===== config.mk =====
export PLATFORM = sky130hd
export DESIGN_NAME = binary_bcd_seq
export DESIGN_NICKNAME = d
export VERILOG_FILES = /design/src/rtl/bcd_pkg.sv /design/src/rtl/bcd_digit_adj.sv /design/src/rtl/binary_bcd_seq.sv
export SDC_FILE = /design/constraint.sdc
export NUM_CORES = 1
export LEC_CHECK = 0
export BUFFER_PORTS_ARGS = -buffer_cell sky130_fd_sc_hd__buf_2
export CORE_ASPECT_RATIO = 0.6
export CORE_UTILIZATION = 35
export DETAILED_ROUTE_END_ITERATION = 12
export GPL_TIMING_DRIVEN = 0
export PLACE_DENSITY_LB_ADDON = 0.12
export REMOVE_ABC_BUFFERS = 1
export SKIP_CTS_REPAIR_TIMING = 1
export SLEW_MARGIN = 0
export SYNTH_ARGS = -nofsm -noshare
export SYNTH_HDL_FRONTEND = slang
export SYNTH_HIERARCHICAL = 1
export SYNTH_SLANG_ARGS = --single-unit

===== constraint.sdc =====
create_clock -name clk -period 2.8 [get_ports clk]
set_input_delay 0.28 -clock clk [delete_from_list [all_inputs] [get_ports clk]]
set_output_delay 0.28 -clock clk [all_outputs]
set_load 0.05 [all_outputs]

===== src/rtl/bcd_pkg.sv =====
// Shared definitions for the sequential binary-to-BCD converter.
package bcd_pkg;

    localparam int DIGIT_W = 4;

    typedef enum logic [1:0] {
        IDLE  = 2'd0,
        SHIFT = 2'd1,
        DONE  = 2'd2
    } state_e;

    // Decimal digits needed to show the largest unsigned value of bin_w bits.
    function automatic int min_digits(input int bin_w);
        longint unsigned v;
        int n;
        v = (64'd1 << bin_w) - 64'd1;
        n = 0;
        while (v != 64'd0) begin
            v = v / 64'd10;
            n = n + 1;
        end
        if (n == 0) begin
            n = 1;
        end else begin
            n = n;
        end
        return n;
    endfunction

endpackage


===== src/rtl/bcd_digit_adj.sv =====
// One double-dabble correction step for a single BCD digit: values >= 5 get +3.
module bcd_digit_adj
    import bcd_pkg::*;
(
    input  logic [DIGIT_W-1:0] digit_in,
    output logic [DIGIT_W-1:0] digit_out
);

    // Correct the digit so the following left shift carries into the next decade.
    always_comb begin
        digit_out = digit_in;
        if (digit_in >= 4'd5) begin
            digit_out = digit_in + 4'd3;
        end else begin
            digit_out = digit_in;
        end
    end

endmodule


===== src/rtl/binary_bcd_seq.sv =====
// Iterative double-dabble binary-to-BCD converter, one bit per clock, valid/ready on both sides.
// Optional two's-complement input mode is enabled by defining BCD_SIGNED_EN.
module binary_bcd_seq
    import bcd_pkg::*;
#(
    parameter int BIN_W  = 12,
    parameter int DIGITS = 4
)(
    input  logic                      clk,
    input  logic                      rst_n,
    input  logic [BIN_W-1:0]          in_data,
    input  logic                      in_valid,
    output logic                      in_ready,
    output logic [DIGIT_W*DIGITS-1:0] bcd_out,
    output logic                      bcd_neg,
    output logic                      out_valid,
    input  logic                      out_ready
);

    localparam int BCD_W = DIGIT_W * DIGITS;
    localparam int REG_W = BCD_W + BIN_W;
    localparam int CNT_W = $clog2(BIN_W + 1);

    if (DIGITS < min_digits(BIN_W)) begin : g_digits_check
        $error("binary_bcd_seq: DIGITS too small for BIN_W");
    end

    state_e             state_r;
    state_e             state_nx_s;
    logic [REG_W-1:0]   sr_r;
    logic [REG_W-1:0]   adj_s;
    logic [REG_W-1:0]   shifted_s;
    logic [CNT_W-1:0]   cnt_r;
    logic [BIN_W-1:0]   load_val_s;
    logic               accept_s;
    logic               last_shift_s;

    assign accept_s     = (state_r == IDLE) && in_valid && in_ready;
    assign last_shift_s = (cnt_r == CNT_W'(1));

`ifdef BCD_SIGNED_EN
    logic sign_r;
    // Negative operands convert their magnitude; -2^(BIN_W-1) maps to 2^(BIN_W-1) unsigned.
    assign load_val_s = in_data[BIN_W-1] ? (~in_data + BIN_W'(1)) : in_data;
`else
    assign load_val_s = in_data;
`endif

    for (genvar g = 0; g < DIGITS; g++) begin : g_adj
        bcd_digit_adj u_adj (
            .digit_in  (sr_r [BIN_W + DIGIT_W*g +: DIGIT_W]),
            .digit_out (adj_s[BIN_W + DIGIT_W*g +: DIGIT_W])
        );
    end
    assign adj_s[BIN_W-1:0] = sr_r[BIN_W-1:0];
    assign shifted_s        = adj_s << 1;

    // Next-state selection.
    always_comb begin
        state_nx_s = state_r;
        case (state_r)
            IDLE: begin
                if (accept_s) begin
                    state_nx_s = SHIFT;
                end else begin
                    state_nx_s = IDLE;
                end
            end
            SHIFT: begin
                if (last_shift_s) begin
                    state_nx_s = DONE;
                end else begin
                    state_nx_s = SHIFT;
                end
            end
            DONE: begin
                if (out_ready) begin
                    state_nx_s = IDLE;
                end else begin
                    state_nx_s = DONE;
                end
            end
            default: state_nx_s = IDLE;
        endcase
    end

    // State, datapath and registered handshake outputs.
    always_ff @(posedge clk or negedge rst_n) begin
        if (!rst_n) begin
            state_r   <= IDLE;
            sr_r      <= '0;
            cnt_r     <= '0;
            in_ready  <= 1'b0;
            bcd_out   <= '0;
            bcd_neg   <= 1'b0;
            out_valid <= 1'b0;
`ifdef BCD_SIGNED_EN
            sign_r    <= 1'b0;
`endif
        end else begin
            state_r  <= state_nx_s;
            in_ready <= (state_nx_s == IDLE);
            case (state_r)
                IDLE: begin
                    if (accept_s) begin
                        sr_r  <= {{BCD_W{1'b0}}, load_val_s};
                        cnt_r <= CNT_W'(BIN_W);
`ifdef BCD_SIGNED_EN
                        sign_r <= in_data[BIN_W-1];
`endif
                    end else begin
                        sr_r  <= sr_r;
                        cnt_r <= cnt_r;
                    end
                end
                SHIFT: begin
                    sr_r  <= shifted_s;
                    cnt_r <= cnt_r - CNT_W'(1);
                    // Publish only the final value so bcd_out never shows partial results.
                    if (last_shift_s) begin
                        bcd_out   <= shifted_s[REG_W-1 -: BCD_W];
                        out_valid <= 1'b1;
`ifdef BCD_SIGNED_EN
                        bcd_neg   <= sign_r && (shifted_s[REG_W-1 -: BCD_W] != '0);
`else
                        bcd_neg   <= 1'b0;
`endif
                    end else begin
                        out_valid <= 1'b0;
                    end
                end
                DONE: begin
                    if (out_ready) begin
                        out_valid <= 1'b0;
                    end else begin
                        out_valid <= 1'b1;
                    end
                end
                default: out_valid <= 1'b0;
            endcase
        end
    end

endmodule


Yosys cells after proc, flatten, opt, wreduce, memory -nomap -nowiden
Cells that the tools add are included.
{ "word_totals": {"ff_bits": 52, "inputBits": 16, "out_inout_bits": 19, "word_cells": 41} }
{ "classes": {"n_addsub": 5, "n_lt_le_gt_ge": 4, "eq_ne": 4, "n_mux": 15, "n_reduce_logical": 7} }
{ "ops": {"columns": ["operator", "n"], "rows": [
  ["28-bit case mux with 2 select lines", 1],
  ["28-bit 2-to-1 mux", 1],
  ["4-bit by 3-bit >= comparator with 1-bit output (second input constant)", 4],
  ["4-bit 2-to-1 mux", 4],
  ["4-bit by 2-bit adder with 4-bit output (second input constant)", 3],
  ["4-bit case mux with 2 select lines", 1],
  ["2-bit case mux with 3 select lines", 1],
  ["4-bit by 1-bit equality test with 1-bit output (second input constant)", 1],
  ["2-bit logical NOT", 2],
  ["2-bit 2-to-1 mux", 2],
  ["2-bit AND reduction", 2],
  ["4-bit by 1-bit subtractor with 4-bit output (second input constant)", 1],
  ["3-bit by 2-bit adder with 3-bit output (second input constant)", 1],
  ["1-bit 2-to-1 mux", 3],
  ["3-bit 2-to-1 mux", 1],
  ["1-bit case mux with 3 select lines", 1],
  ["2-bit by 1-bit equality test with 1-bit output (second input constant)", 1],
  ["2-bit equality test (second input constant)", 1],
  ["1-bit logical AND", 2],
  ["2-bit != test (second input constant)", 1],
  ["2-bit nonzero test", 1]
]} }

Longest topological paths before layout
Gate-level depths: netlist (run 1).
{ "depth": {"ltp_word": 6, "mapped_depth": 7, "ltp_nobuf": 7} }

By module
The synthesis (run 1) kept the hierarchy.
{ "by_module_without_submodules": {"columns": ["module", "n_inst", "cells_each", "area_each_um2"], "rows": [
  ["binary_bcd_seq", 1, 189, 2419.8],
  ["bcd_digit_adj", 4, 16, 101.3]
]} }

Worst setup path after synthesis (run 1)
No wires, ideal clock.
{ "synth_path": {"kind": "flip-flop to flip-flop", "from": "register state_r[0]", "to": "register cnt_r[3]", "setup_ns": 0.128, "arrival_time_ns": 1.569, "t_required_ns": 2.672, "slack_ns": 1.103, "path_stages_with_launch": 6, "path_buffers": 0, "synth_period_minus_slack_ns": 1.697, "cell_sequence": "dfrtp_1 inv_1 ha_1 nand2b_2 a2111oi_4 mux2_1"} }
{ "synth_between": {"elab_chain_cells": 5} }
{ "synth_rtl": {"columns": ["item", "line", "rtl"], "rows": [
  ["start, declared", "binary_bcd_seq.sv:28", "state_e state_r;"],
  ["start signal, assigned", "binary_bcd_seq.sv:101", "state_r <= state_nx_s;"],
  ["2-bit logical NOT", "binary_bcd_seq.sv:38, binary_bcd_seq.sv:103", null],
  ["1-bit logical AND (2 in series)", "binary_bcd_seq.sv:38", "assign accept_s = (state_r == IDLE) && in_valid && in_ready;"],
  ["2-bit != test (no source line)", null, null],
  ["2-bit AND reduction (no source line)", null, null],
  ["end signal, assigned", "binary_bcd_seq.sv:107", "cnt_r <= CNT_W'(BIN_W);"],
  ["end signal, assigned", "binary_bcd_seq.sv:113", "cnt_r <= cnt_r;"],
  ["end signal, assigned", "binary_bcd_seq.sv:118", "cnt_r <= cnt_r - CNT_W'(1);"],
  ["end, declared", "binary_bcd_seq.sv:33", "logic [CNT_W-1:0] cnt_r;"]
]} }
Several ways; a longest one is shown, not always the timed one.
A chain may end at the register's enable or synchronous reset.

Final worst setup path (run 1)
{ "layout_path": {"from": "register state_r[1]", "to": "register bcd_out[5]"} }
{ "layout_between": {"elab_chain_cells": 2} }
{ "layout_rtl": {"columns": ["item", "line", "rtl"], "rows": [
  ["2-bit by 1-bit equality test with 1-bit output", "binary_bcd_seq.sv:103", "case (state_r)"],
  ["2-bit AND reduction (no source line)", null, null],
  ["end signal, assigned", "binary_bcd_seq.sv:121", "bcd_out <= shifted_s[REG_W-1 -: BCD_W];"],
  ["end, declared", "binary_bcd_seq.sv:14", "output logic [DIGIT_W*DIGITS-1:0] bcd_out,"]
]} }
No other way between the ends.

==> summary.txt, run 1 <==
Outcome
  – Status: finished, final reports clean

Routing
  – Vias/cell: 4.481
  – Routed wire length per instance: 12.76 microns
  – Post-Route WL: 4913 microns
  – Antenna viol nets, final: 0
  – DRT Pass-1 Iters: 4
  – Via count: 1725
  – Drt drc: 0
  – Initial DRC Count: 80

Worst setup path
  – Worst path top cell family by delay: simple AND/OR/NAND/NOR gates
  – Reg2reg setup slack: 470 ps
  – Crit path launch: state_r[1]$_DFF_PN0_
  – Crit. End Element: register
  – Startpoint Class: register
  – Worst Path Required: 2970 ps
  – FF-to-FF End: bcd_out[5]$_DFFE_PN0P_
  – Cells on worst reg2reg path: 5
  – Worst Setup EP: bcd_out[5]$_DFFE_PN0P_
  – CP cell instances: inv_1 -> ha_4 -> nor4bb_4 -> buf_6 -> mux2_2
  – Crit-path max FO: 38
  – Worst r2r src: state_r[1]$_DFF_PN0_
  – Crit path buf inv count: 2
  – Slowest-stage cell, CP: nor4bb_4
  – Critical path depth in cells: 5
  – WS Path Type: register to register
  – Arr. time, crit path: 2500 ps
  – Max incr delay on CP: 610 ps

Timing
  – Rel. slew slack: 19.54%
  – Pins Over Slew Limit: 0
  – Clock skew: 6.935 ps
  – Fin. Hold Viols: 0
  – Finish-stage setup viols: 0
  – FMAX: 429.7 MHz
  – Tcrit/Tclk final: 83.11%
  – Final Critical Period: 2327 ps
  – Measured slew at the worst slew-check pin: 1207 ps
  – RSZ-0062 raised after global routing: no
  – TNS Setup: 0 ps

Hold path
  – Worst Hold Class: input pin to asynchronous set/reset pin

Clocking
  – CTS tree: built
  – H-tree Lvls: 2
  – CTS buffer count: 5
  – Sink Count: 52
  – Clock Tree Buf Depth: 2
  – Clk slew on worst S/H paths: 70 ps
  – Clk_lat worst skew: 290 ps
  – Root buf cell: clkbuf_16

Floorplanning
  – Core area: 7507 sq um
  – Initial Utilization: 37.37%
  – Num rows: 24
  – Die width: 117.6 microns
  – Ports: 35
  – Die ar.: 8388 sq um
  – Die height: 71.35 microns

Global routing
  – Vias in the first global route: 1740
  – Initial antenna violation count: 0
  – First-pass GRT wire length: 8521 microns
  – GRT Util Overall: 13.10%
  – Grt ovf: 0
  – Largest net degree at the start of global routing: 53

Placement
  – Dpl cells: 377
  – IO Port Bufs: 33
  – Placed inst area: 3047 sq um
  – Detail Placement HPWL: 3285 microns
  – Placer Congestion: 0.7449

Cells and area
  – Nets@finish: 310
  – ANT cells: 0
  – Design area: 3221 sq um
  – Most frequent cells in the layout: dfrtp_1, mux2_2, nand2_1, buf_2, inv_1
  – Most common cell after layout, fill and taps aside: dfrtp_1
  – Layout cell share with drive strength beyond 1: 32.03%
  – Fill cell count: 734
  – Area growth, synth to finish: 14.81%
  – Non-Filler Instances: 385

Pwr
  – Worst vdd ir: 506.3 uV
  – Power density cells: 1267 nW/um^2
  – P_leak: 1.506 nW

Synth
  – Number of warnings issued by yosys: 6
  – Post-Syn Instances: 249
  – Mapped cell area: 2805 sq um
  – Avg Inst Size Synth: 11.27 sq um

Run
  – Total of max-cap violations: 0
## layer usage
layer	vias up	track usage [%]	share of wire [%]
met5	-	0	0
met4	0	4.274	0.98
met3	5	3.583	3.7
met2	21	19.86	41
met1	814	18.25	54
li1	885	-	-
## layout make-up
| class | instances | area [sq um] | share of cell area [%] |
|---|---|---|---|
| multi-input combinational | 158 | 1340 | 41.61 |
| sequential | 52 | 1301 | 40.40 |
| timing repair buffer | 34 | 176.4 | 5.478 |
| tap | 104 | 130.1 | 4.040 |
| clock buffer | 6 | 128.9 | 4.002 |
| inverter | 29 | 108.9 | 3.380 |
| clock inverter | 2 | 35.03 | 1.088 |
## report_power, final
part           internal, mW  total [mW]  switching, mW
Combinational         0.857        2.07           1.21
Sequential             1.08        1.32          0.240
Clock                 0.421       0.692          0.270
## metrics by stage
step | worst slack [ps] | util, % | hold WS, ps | power (mW)
finish | 473.1 | 42.90 | 228.9 | 4.079
global route | 280.2 | 42.90 | 299.9 | 4.396
CTS | 104.7 | 42.77 | 276.3 | 4.136
detailed placement | 103.2 | 40.58 | 476.7 | 3.422
global placement | -2832 | 40.20 | 463.8 | 3.377
floorplan | -892.3 | - | -15.59 | 2.941
## worst min path at each step
| stage | startpoint | end | slack (ps) |
|---|---|---|---|
| floorplan | rst_n | bcd_out[0]$_DFFE_PN0P_ | -20 |
| global placement | out_valid$_DFFE_PN0N_ | out_valid$_DFFE_PN0N_ | 460 |
| detailed placement | out_valid$_DFFE_PN0N_ | out_valid$_DFFE_PN0N_ | 480 |
| CTS | rst_n | sr_r[3]$_DFFE_PN0P_ | 280 |
| global route | in_data[0] | sr_r[0]$_DFFE_PN0P_ | 300 |
| finish | rst_n | sr_r[3]$_DFFE_PN0P_ | 230 |
## registers in the layout (all words and copies together), names as in the netlist
name / count
sr_r: 28
bcd_out: 16
cnt_r: 4
state_r: 2
in_ready: 1
out_valid: 1
Power figures use the tool's default switching activity.
==> run 2: changes to the inputs <==
==> constraint.sdc (replaced) <==
create_clock -name clk -period 2.2 [get_ports clk]
set_input_delay 0.22 -clock clk [delete_from_list [all_inputs] [get_ports clk]]
set_output_delay 0.22 -clock clk [all_outputs]
set_load 0.05 [all_outputs]
==> run 2 against run 1 <==
Compared with the run above:
- worst hold slack worse by 66 ps
- fmax is 16% higher
- critical path depth stayed put
- via count is 0.75% higher
- critical path type unchanged
- clock power is 28% higher
- routed wire length is 2.0% higher
- total power is 28% higher
- setup slack worse by 280 ps
- clock-buffer cell count stayed put
- core utilization is 0.47 points higher
- largest cell class unchanged
- cell area is 1.1% higher
==> summary.txt, run 2 (same netlist as run 1, synthesis figures left out) <==
Routing
  – Drt drc: 0 (unchanged)
  – Routed wire length per instance: 12.92 microns (+1.2%)
  – Vias/cell: 4.479 (about the same)
  – Post-Route WL: 5012 microns (+2.0%)
  – Initial DRC Count: 72 (-10%)
  – Via count: 1738 (+0.75%)
  – DRT Pass-1 Iters: 4 (unchanged)
  – Antenna viol nets, final: 0 (unchanged)

Global routing
  – Met3 Resource Use GR: 3.583% (unchanged)
  – Vias in the first global route: 1740 (unchanged)
  – Grt ovf: 0 (unchanged)
  – Largest net degree at the start of global routing: 53 (unchanged)
  – Gr busiest metal: met2
  – GRT Util Overall: 13.10% (unchanged)
  – Met2 Track Usage GR: 19.86% (unchanged)
  – Initial antenna violation count: 0 (unchanged)
  – First-pass GRT wire length: 8521 microns (unchanged)
  – Met1 Use GR: 18.25% (unchanged)

Placement
  – Dpl cells: 377 (unchanged)
  – Detail Placement HPWL: 3285 microns (unchanged)
  – DP Worst Slack: -496.8 ps (-600.0 ps)
  – Placed inst area: 3047 sq um (unchanged)
  – IO Port Bufs: 33 (unchanged)
  – Placer Congestion: 0.7449 (unchanged)

Floorplanning
  – Die ar.: 8388 sq um (unchanged)
  – Initial Utilization: 37.37% (unchanged)
  – Core area: 7507 sq um (unchanged)
  – Ports: 35 (unchanged)
  – Num rows: 24 (unchanged)
  – Die width: 117.6 microns (unchanged)
  – Die height: 71.35 microns (unchanged)

Clocking
  – Sink Count: 52 (unchanged)
  – Clock Tree Buf Depth: 2 (unchanged)
  – Clk_lat worst skew: 290 ps (about the same)
  – H-tree Lvls: 2 (unchanged)
  – CTS tree: built
  – Clk slew on worst S/H paths: 70 ps (about the same)
  – Root buf cell: clkbuf_16
  – CTS buffer count: 5 (unchanged)

Outcome
  – Status: finished, final reports clean

Worst setup path
  – WS Path Type: register to register
  – Crit. End Element: register
  – Worst Path Required: 2380 ps (-590 ps)
  – Startpoint Class: register
  – Crit-path max FO: 30 (-21%)
  – Crit path launch: state_r[1]$_DFF_PN0_
  – Arr. time, crit path: 2190 ps (-310 ps)
  – Worst r2r src: state_r[1]$_DFF_PN0_

Timing
  – Tcrit/Tclk final: 91.43% (+8.3 points)
  – Finish-stage setup viols: 0 (unchanged)
  – FMAX: 497.2 MHz (+16%)
  – Hold Slack: 163.2 ps (-65.76 ps)
  – Fin. Hold Viols: 0 (unchanged)
  – Pins Over Slew Limit: 0 (unchanged)
  – Rel. slew slack: 20.20% (+0.67 points)
  – Final WS setup: 188.6 ps (-284.4 ps)
  – Final Critical Period: 2011 ps (-315.6 ps)
  – TNS Setup: 0 ps (unchanged)
  – RSZ-0062 raised after global routing: no
  – Clock skew: 7.023 ps (+0.08768 ps)
  – Measured slew at the worst slew-check pin: 1197 ps (-10.03 ps)

Pwr
  – P_leak: 1.528 nW (+1.5%)
  – Power density cells: 1609 nW/um^2 (+27%)
  – Worst vdd ir: 642.8 uV (+27%)

Cells and area
  – Reg with most FFs: sr_r
  – Design area: 3256 sq um (+1.1%)
  – Max reg flops: 28 (unchanged)
  – Area growth, synth to finish: 16.06%
  – Multi-input logic area: 1345 sq um (+0.37%)
  – Fill cell count: 732 (-0.27%)
  – Most common cell after layout, fill and taps aside: dfrtp_1
  – Sequential cell area: 1301 sq um (unchanged)
  – Non-Filler Instances: 388 (+0.78%)
  – Nets@finish: 313 (+0.97%)
  – Most frequent cells in the layout: dfrtp_1, mux2_2, nand2_1, buf_2, inv_1
  – Top Registers: sr_r x28, bcd_out x16, cnt_r x4
  – ANT cells: 0 (unchanged)
  – Layout cell share with drive strength beyond 1: 32.75% (+0.72 points)

Hold path
  – Worst Hold Class: input pin to asynchronous set/reset pin

Run
  – Total of max-cap violations: 0 (unchanged)
[run 2: worst paths after layout]
kind	slack [ps]	depth (start not counted)	to
max in group asynchronous	1280	1	bcd_out[12]$_DFFE_PN0P_
min in group clk	220	3	sr_r[0]$_DFFE_PN0P_
min reg2reg	490	2	out_valid$_DFFE_PN0N_
min	160	1	sr_r[3]$_DFFE_PN0P_
max	190	5	sr_r[4]$_DFFE_PN0P_
max reg2reg	190	5	sr_r[4]$_DFFE_PN0P_
[run 2: critical path, cell delays in order (launching register included)]
cell	delay (ps)
dfrtp_1	410
inv_1	120
ha_1	320
nand3_4	220
nand2_4	440
mux2_2	390
[run 2: cell type report]
| type | count | share of cell area [%] |
|---|---|---|
| clock buffers | 6 | 3.959 |
| clock inverters | 2 | 1.076 |
| inverters | 29 | 3.344 |
| multi-input cells | 158 | 41.31 |
| flip-flops and latches | 52 | 39.97 |
| well taps | 104 | 3.997 |
| repair buffers | 37 | 6.341 |
[run 2: metal layers]
layer	vias to the layer above	wire length (microns)
met5	-	0
met4	0	48
met3	5	181
met2	21	2110
met1	823	2671
li1	889	-
[run 2: where the power goes]
| part | total [mW] | leakage, nW | internal, mW | switching [mW] |
|---|---|---|---|---|
| Clock | 0.883 | 0.0808 | 0.536 | 0.347 |
| Sequential | 1.68 | 0.662 | 1.37 | 0.306 |
| Combinational | 2.68 | 0.785 | 1.11 | 1.56 |
[run 2: stage by stage]
step | power [mW] | utilization, %
after global placement | 4.298 | 40.20
after floorplan | 3.743 | -
after CTS | 5.264 | 42.77
after global routing | 5.638 | 43.37
after detailed placement | 4.356 | 40.58
final | 5.240 | 43.37
==> run 3: changes to the inputs <==
--- a/config.mk
+++ b/config.mk
@@ -11,6 +11,7 @@
 export DETAILED_ROUTE_END_ITERATION = 12
 export GPL_TIMING_DRIVEN = 0
 export PLACE_DENSITY_LB_ADDON = 0.12
+export RECOVER_POWER = 25
 export REMOVE_ABC_BUFFERS = 1
 export SKIP_CTS_REPAIR_TIMING = 1
 export SLEW_MARGIN = 0
==> constraint.sdc (replaced) <==
create_clock -name clk -period 2.18 [get_ports clk]
set_input_delay 0.218 -clock clk [delete_from_list [all_inputs] [get_ports clk]]
set_output_delay 0.218 -clock clk [all_outputs]
set_load 0.05 [all_outputs]
==> run 3 against run 2 <==
Compared with the run above:
- total power rose by 0.43%
- critical endpoint unchanged
- largest power group unchanged
- global-route usage did not move
- cell area fell by 0.42%
- worst hold slack improved by 47 ps
- critical path type unchanged
- clock skew barely moved
==> summary.txt, run 3 (same netlist as run 1, synthesis figures left out) <==
Outcome
  – Status: finished, final reports clean

Routing
  – Routed wire length per instance: 12.89 microns (-0.18%)
  – Drt drc: 0 (unchanged)
  – Via count: 1746 (+0.46%)
  – Initial DRC Count: 93 (+29%)
  – Post-Route WL: 5003 microns (-0.18%)
  – Vias/cell: 4.500 (+0.46%)
  – DRT Pass-1 Iters: 4 (unchanged)
  – Antenna viol nets, final: 0 (unchanged)

Timing
  – TNS Setup: 0 ps (unchanged)
  – Final Critical Period: 2011 ps (-0.5910 ps)
  – Pins Over Slew Limit: 0 (unchanged)
  – Clock skew: 7.461 ps (+0.4381 ps)
  – RSZ-0062 raised after global routing: no
  – FMAX: 497.3 MHz (about the same)
  – Measured slew at the worst slew-check pin: 1328 ps (+130.6 ps)
  – Tcrit/Tclk final: 92.24% (+0.81 points)
  – Finish-stage setup viols: 0 (unchanged)
  – Rel. slew slack: 11.50% (-8.7 points)
  – Fin. Hold Viols: 0 (unchanged)

Worst setup path
  – Crit. End Element: register
  – Reg2reg setup slack: 170 ps (-20 ps)
  – WS Path Type: register to register
  – Startpoint Class: register
  – Crit-path max FO: 30 (unchanged)
  – Arr. time, crit path: 2190 ps (about the same)
  – Worst Path Required: 2360 ps (-20 ps)

Global routing
  – First-pass GRT wire length: 8521 microns (unchanged)
  – Vias in the first global route: 1740 (unchanged)
  – Initial antenna violation count: 0 (unchanged)
  – Grt ovf: 0 (unchanged)
  – GRT Util Overall: 13.10% (unchanged)
  – Largest net degree at the start of global routing: 53 (unchanged)

Run
  – Total of max-cap violations: 0 (unchanged)

Floorplanning
  – Ports: 35 (unchanged)
  – Initial Utilization: 37.37% (unchanged)
  – Die width: 117.6 microns (unchanged)
  – Die height: 71.35 microns (unchanged)
  – Num rows: 24 (unchanged)
  – Die ar.: 8388 sq um (unchanged)
  – Core area: 7507 sq um (unchanged)

Clocking
  – Root buf cell: clkbuf_16
  – H-tree Lvls: 2 (unchanged)
  – CTS tree: built
  – CTS buffer count: 5 (unchanged)
  – Sink Count: 52 (unchanged)
  – Clk slew on worst S/H paths: 70 ps (about the same)
  – Clk_lat worst skew: 290 ps (about the same)
  – Clock Tree Buf Depth: 2 (unchanged)

Hold path
  – Worst Hold Class: input pin to asynchronous set/reset pin

Placement
  – Detail Placement HPWL: 3285 microns (unchanged)
  – Placer Congestion: 0.7449 (unchanged)
  – IO Port Bufs: 33 (unchanged)

Pwr
  – Sw frac: 42.57% (+0.26 points)
  – Power density cells: 1623 nW/um^2 (+0.86%)
  – Worst vdd ir: 638.1 uV (-0.74%)
  – Pint: 3.022 mW (about the same)
  – Sw power: 2.240 mW (+1.1%)
  – Pwr Total: 5.262 mW (+0.43%)
  – Sequential share of power: 32.3% (+0.2 points)
  – Clock power frac: 16.9% (about the same)
  – Gate power share: 50.8% (-0.3 points)
  – P_leak: 1.493 nW (-2.3%)

Cells and area
  – Most common cell after layout, fill and taps aside: dfrtp_1
  – ANT cells: 0 (unchanged)
  – Most frequent cells in the layout: dfrtp_1, mux2_2, nand2_1, inv_1, mux2i_1
  – Layout Utilization: 43.18% (-0.18 points)
  – Area growth, synth to finish: 15.57%
  – Nets@finish: 313 (unchanged)
  – Max reg flops: 28 (unchanged)
  – Top Registers: sr_r x28, bcd_out x16, cnt_r x4
  – Reg with most FFs: sr_r
  – Layout cell share with drive strength beyond 1: 28.87% (-3.9 points)
run 3: changes by cell type in the layout (fill, tap and decap cells not counted), sizes merged:
cell,delta
buf,-12
clkbuf,+12
run 3: area by class of cell:
type / count / area (sq um)
clock inverters: 2 / 35.03
flip-flops and latches: 52 / 1301
well taps: 104 / 130.1
clock buffers: 6 / 128.9
inverters: 29 / 108.9
multi-input cells: 158 / 1345
fillers: 741 / 4265
repair buffers: 37 / 192.7
run 3: worst paths after layout:
| path | start | to | cells past startpoint |
|---|---|---|---|
| setup / recovery | state_r[1]$_DFF_PN0_ | sr_r[4]$_DFFE_PN0P_ | 5 |
| hold / removal | rst_n | sr_r[3]$_DFFE_PN0P_ | 1 |
| setup reg to reg | state_r[1]$_DFF_PN0_ | sr_r[4]$_DFFE_PN0P_ | 5 |
| hold reg to reg | out_valid$_DFFE_PN0N_ | out_valid$_DFFE_PN0N_ | 2 |
| max in group asynchronous | rst_n | bcd_out[12]$_DFFE_PN0P_ | 1 |
| min in group clk | in_data[0] | sr_r[0]$_DFFE_PN0P_ | 3 |
run 3: routing by layer:
layer | wire [microns] | part of all wire [%] | vias to the layer above | GRT usage [%]
met5 | 0 | 0 | - | 0
met4 | 48 | 0.96 | 0 | 4.274
met3 | 180 | 3.6 | 5 | 3.583
met2 | 2102 | 42 | 23 | 19.86
met1 | 2671 | 53 | 827 | 18.25
li1 | - | - | 891 | -
run 3: critical path, cell delays in order, from the launching register on:
cell and delay (ps):
dfrtp_1 410, inv_1 120, ha_1 320, nand3_4 220
nand2_4 440, mux2_2 390
run 3: power by group through the flow:
stage	Combinational, mW	Clock [mW]	Sequential (mW)
CTS	2.69	0.925	1.70
global placement	2.64	0	1.70
floorplan	1.58	0	2.19
global route	2.94	0.952	1.77
detailed placement	2.68	0	1.72
finish	2.67	0.892	1.70
run 3: through the flow:
step | worst slack [ps] | hold WS (ps) | instance area, sq um | cells
floorplan | -1512 | -77.59 | 2723 | 239
global placement | -3452 | 463.8 | 3018 | 376
detailed placement | -516.8 | 476.7 | 3047 | 377
CTS | -515.3 | 214.3 | 3211 | 385
global route | 25.23 | 237.9 | 3242 | 388
finish | 169.2 | 210.7 | 3242 | 388
